<file path="config.mk">
export PLATFORM = sky130hd
export DESIGN_NAME = ifft_block_serializer
export DESIGN_NICKNAME = d
export VERILOG_FILES = /design/src/rtl/ifft_block_serializer.sv
export SDC_FILE = /design/constraint.sdc
export NUM_CORES = 1
export LEC_CHECK = 0
export ABC_CLOCK_PERIOD_IN_PS = 25400
export CELL_PAD_IN_SITES_DETAIL_PLACEMENT = 2
export CELL_PAD_IN_SITES_GLOBAL_PLACEMENT = 2
export CORE_ASPECT_RATIO = 1.75
export CORE_MARGIN = 5
export CORE_UTILIZATION = 36
export CTS_CLUSTER_SIZE = 16
export DETAILED_ROUTE_END_ITERATION = 10
export PLACE_DENSITY = 0.83
export REMOVE_ABC_BUFFERS = 1
export SETUP_SLACK_MARGIN = 0.4
export SYNTH_ARGS = -nofsm -noshare
export SYNTH_HDL_FRONTEND = slang
export SYNTH_SLANG_ARGS = --single-unit
</file>
<file path="constraint.sdc">
create_clock -name clk -period 25.4 [get_ports clk]
set_input_delay 5.08 -clock clk [delete_from_list [all_inputs] [get_ports clk]]
set_output_delay 5.08 -clock clk [all_outputs]
set_load 0.05 [all_outputs]
</file>
<file path="src/rtl/ifft_block_serializer.sv">
// ifft_block_serializer
// Parallel-to-serial output stage at the tail of the 8-point iFFT chain.
// Captures a full real block on an in_en strobe and streams it out one
// normalised sample per beat over valid/ready. Two block slots (ping-pong)
// let the non-stallable upstream deliver a block while the previous drains.
//
// Ports:
//   clk        system clock, rising edge
//   rst        asynchronous active-high reset
//   in_en      one-cycle strobe, in_data holds a complete block
//   in_data    N samples, sample k at [k*W +: W]
//   out_data   current serial sample, (x + 2^(SHIFT-1)) >>> SHIFT
//   out_valid  out_data is valid
//   out_ready  sink accepts the beat when out_valid && out_ready
//   out_last   marks sample N-1 of each block
//   overflow   sticky, a block arrived while both slots stayed full
//   blk_count  blocks fully emitted, wraps at 2^16
module ifft_block_serializer #(
    parameter int W     = 32,
    parameter int N     = 8,
    parameter int SHIFT = 3
) (
    input  logic             clk,
    input  logic             rst,
    input  logic             in_en,
    input  logic [N*W-1:0]   in_data,
    output logic [W-1:0]     out_data,
    output logic             out_valid,
    input  logic             out_ready,
    output logic             out_last,
    output logic             overflow,
    output logic [15:0]      blk_count
);

    localparam logic [2:0] LAST_IDX = 3'(N - 1);
    localparam int         RSH      = (SHIFT > 0) ? SHIFT - 1 : 0;
    localparam logic signed [W:0] ROUND =
        (SHIFT == 0) ? '0 : ((W + 1)'(1) << RSH);

    logic [N*W-1:0] slot0, slot1;
    logic [1:0]     count;
    logic           wr_ptr, rd_ptr;
    logic [2:0]     idx;

    logic           beat, blk_done, accept, drop;
    logic [1:0]     count_n;
    logic [2:0]     idx_n;
    logic           rd_ptr_n;
    logic [N*W-1:0] src_blk;
    logic [W-1:0]   sample_n;

    // Rounded arithmetic right shift; one guard bit keeps x + round exact.
    function automatic logic [W-1:0] norm(input logic [W-1:0] x);
        logic signed [W:0] ext;
        ext = signed'({x[W-1], x}) + ROUND;
        ext = ext >>> SHIFT;
        return ext[W-1:0];
    endfunction

    always_comb begin
        beat     = out_valid && out_ready;
        blk_done = beat && (idx == LAST_IDX);
        // A release on the same edge frees a slot for the incoming block.
        accept   = in_en && ((count != 2'd2) || blk_done);
        drop     = in_en && !accept;

        count_n = count;
        unique case ({accept, blk_done})
            2'b10:   count_n = count + 2'd1;
            2'b01:   count_n = count - 2'd1;
            default: count_n = count;
        endcase

        idx_n = idx;
        if (blk_done) begin
            idx_n = '0;
        end else if (beat) begin
            idx_n = idx + 3'd1;
        end

        rd_ptr_n = rd_ptr ^ blk_done;

        // When the next slot to read is the one being written this edge, the
        // stored copy is not there yet, so present the sample from in_data.
        if (accept && (wr_ptr == rd_ptr_n)) begin
            src_blk = in_data;
        end else begin
            src_blk = rd_ptr_n ? slot1 : slot0;
        end
        sample_n = src_blk[int'(idx_n) * W +: W];
    end

    always_ff @(posedge clk or posedge rst) begin
        if (rst) begin
            slot0     <= '0;
            slot1     <= '0;
            count     <= '0;
            wr_ptr    <= 1'b0;
            rd_ptr    <= 1'b0;
            idx       <= '0;
            out_data  <= '0;
            out_valid <= 1'b0;
            out_last  <= 1'b0;
            overflow  <= 1'b0;
            blk_count <= '0;
        end else begin
            if (accept) begin
                if (wr_ptr) begin
                    slot1 <= in_data;
                end else begin
                    slot0 <= in_data;
                end
                wr_ptr <= ~wr_ptr;
            end
            if (drop) begin
                overflow <= 1'b1;
            end
            if (blk_done) begin
                blk_count <= blk_count + 16'd1;
            end
            count     <= count_n;
            rd_ptr    <= rd_ptr_n;
            idx       <= idx_n;
            out_valid <= (count_n != 2'd0);
            out_data  <= (count_n != 2'd0) ? norm(sample_n) : '0;
            out_last  <= (count_n != 2'd0) && (idx_n == LAST_IDX);
        end
    end

endmodule

</file>
==> flow_metrics.tcl <==
set metrics [dict create \
    gr-total-overflow 0 \
    final_max_slew_viol_count 0 \
    cts.sinks 536 \
    rows 137 \
    wl_per_cell_um 28.3 \
    skew_ps 15.2 \
    synth_top_area_cell "dfrtp_1" \
    synthTopCellsByCount "nand2_1, dfrtp_1, mux2_2" \
    syn_inst 3066 \
    internal-power_mw 2.83 \
    area_delta_synth_final_pct 18.8 \
    rsz0062_at_grt "no" \
    yosys-top-cells-area "dfrtp_1, nand2_1, mux2_2" \
    setup_violations 0 \
    post_cts.repair.setup_buffers 0 \
    power_switching_mw 2.57 \
    routed_wl_um 122000 \
    vias_per_cell 5.99 \
    setup_tns_ps 0 \
    clock_path_buffers 3 \
    synth_area_per_cell_um2 9.42 \
    power-per-cell-area_mw_per_mm2 158 \
    arrival_ps 12560 \
    drc 0 \
    path_class "in2reg" \
    r2r_cells 15 \
    die-area_mm2 0.0862 \
    worst_ep_required_time_ps 25960 \
    synthesis.area_mm2 0.0289 \
    cts_made_buffers 56 \
    num_vias 25900 \
    min_from "slot1[30]$_DFFE_PP0P_" \
    finish.utilization 0.430 \
    yosys.cell_types.count 96 \
    grt_start_max_net_pins 175 \
    holdPathStages 2 \
    tightest_slew_ps 1360 \
    power_mw 5.41 \
    yosysMostFrequentCell "nand2_1" \
    cts_tree "done" \
    power_frac_seq 0.289 \
    synth-warning-count 0 \
    crit_path_top_delay_cell "o41ai_1" \
    synthArstFlopShare 1.00 \
    drtAntennaViolNets 0 \
    timing.fmax_ghz 0.0833 \
    vdd_drop_max_v 0.0000883 \
    drt-pass1-iter-count 5 \
    drtIter0Drc 1614 \
    drive_gt1_frac 0.150 \
    clk_latency_ps 640 \
    finalCritPeriodShare 0.472 \
    design.core.area_mm2 0.0797 \
    synth_edf_count 0 \
    max_stage_delay_ps 1170 \
    min_path_type "reg2reg" \
    synth_seq_area_share 0.465 \
    portBuffers 294 \
    hold-path-endpoint "slot1[30]$_DFFE_PP0P_" \
    finalHoldViolations 0 \
    p_leak_nw 14.9 \
    die_w_um 224 \
    htree_num_levels 2 \
    start_util 0.362 \
    crit_fanout 54 \
    synthFlopType "dfrtp_1" \
    grt_usage 0.276 \
    nets 3484 \
    grt_pass1_wl_um 184000 \
    r2r_end "out_data[17]$_DFF_PP0_" \
    cts_resized 0 \
    dpl.hpwl_um 77900 \
    crit_chain "clkdlybuf4s50_1, nand3_4, inv_4, xnor2_4, buf_4, nor2_1, and3_1, o41ai_1, o22ai_1, nor4_2, nand3_1, or4_1, a21oi_1" \
    power_frac_comb 0.548 \
    reg2reg_slack_ps 17440 \
    die_h_um 385 \
    gp_congestion 0.848 \
    startpoint_type "input port" \
    cts.root.buffer_cell "clkbuf_16" \
    ctsHoldBuffers 0 \
    ys_ff_latch 536 \
    clkPwrFrac 0.163 \
    p_sw_frac 0.476 \
    grt_pass1_vias 29900 \
    clk_pin_slew_ps 60 \
    antenna_found_initial 21 \
    status "finished clean" \
    rr_startpoint "idx[0]$_DFF_PP0_" \
    slew_headroom 0.0789 \
    pin_count 311 \
    end_kind "register" \
    min_period_ps 12000 \
    whs_ps 470 \
    synth_top_area_share 0.465 \
    cap_violations 0 \
]
-- registers in the layout (all words and copies together), names as in the netlist --
name       cells
blk_count     16
count          2
idx            3
out_data      30
out_last       1
out_valid      1
overflow       1
rd_ptr         1
slot0        240
slot1        240
wr_ptr         1
-- how the worst max path moves through the flow --
stage,start,end,depth (start not counted)
after CTS,out_ready,out_data[17]$_DFF_PP0_,13
after floorplan,rst,blk_count[0]$_DFFE_PP0P_,1
after global routing,out_ready,out_data[17]$_DFF_PP0_,13
final,out_ready,out_data[17]$_DFF_PP0_,13
after detailed placement,out_ready,out_data[17]$_DFF_PP0_,13
after global placement,out_ready,out_data[17]$_DFF_PP0_,13
-- cell usage in the layout, fill, tap and decap left out, types with 11 or more instances in the layout --
master and n:
nand2_1 985, o21ai_0 79, mux4_2 31, a31oi_1 43, nand3_1 74, or3_1 17, a211o_1 11, o22ai_1 20
a211oi_1 61, a221oi_1 13, xnor2_1 21, nand4_1 20, clkbuf_16 57, nor2_1 63, o31ai_1 13, a21oi_1 89
clkdlybuf4s50_1 294, a311oi_1 19, clkinv_2 17, buf_4 44, o221ai_1 27, and3_1 59, diode_2 15, mux2i_1 59
inv_1 12, nor3_1 52, o211ai_1 25, mux2_2 263, dfrtp_1 535
-- per-stage QoR --
stage | cell area [µm²] | cells | setup WS [ps]
6_report | 34300 | 4323 | 13400
5_1_grt | 34300 | 4316 | 13410
4_1_cts | 34300 | 4308 | 13600
3_5_place_dp | 32300 | 4203 | 12960
3_3_place_gp | 32300 | 4203 | 13350
2_1_floorplan | 27600 | 2820 | 5340
-- power by group through the flow --
stage | Clock (mW) | Sequential, mW | Combinational (mW)
finish | 0.883 | 1.56 | 2.96
global route | 0.933 | 1.60 | 3.16
CTS | 0.901 | 1.55 | 2.96
detailed placement | 0 | 1.56 | 2.92
global placement | 0 | 1.50 | 2.76
floorplan | 0 | 1.55 | 1.88
-- layout make-up --
class                      instances  area [µm²]
timing repair buffer             341        3330
fill                            8532       45400
clock buffer                      76        1600
tap                             1042        1300
multi-input combinational       2264       14200
sequential                       536       13400
inverter                          20        97.6
antenna                           15        37.5
clock inverter                    29         314
-- worst max-delay path, delay by kind of cell --
kind	cells	cell delay, ps
simple gates	6	3280
compound gates	3	1650
xor+xnor	1	170
buf+inv	3	2310
-- logic make-up (layout without fill, tap and decap cells) --
| group | count (synthesis) | in the layout | share of synthesized area |
|---|---|---|---|
| buffers and inverters | 266 | 466 | 0.0465 |
| XOR/XNOR | 30 | 30 | 0.0100 |
| other | 0 | 15 | 0 |
| flip-flops | 536 | 536 | 0.465 |
| adder cells (fa/ha/maj) | 5 | 5 | 0.00217 |
| AO/OA/AOI/OAI | 521 | 521 | 0.127 |
| AND/OR/NAND/NOR | 1353 | 1353 | 0.201 |
| multiplexers | 355 | 355 | 0.148 |
-- routing by layer --
| layer | routed length [µm] | global-route usage | vias up |
|---|---|---|---|
| met1 | 48400 | 0.327 | 13700 |
| met5 | 73 | 0 | - |
| met2 | 62100 | 0.486 | 772 |
| met4 | 5700 | 0.127 | 10 |
| li1 | - | - | 11100 |
| met3 | 6140 | 0.0486 | 260 |
Power figures use the tool's default switching activity.
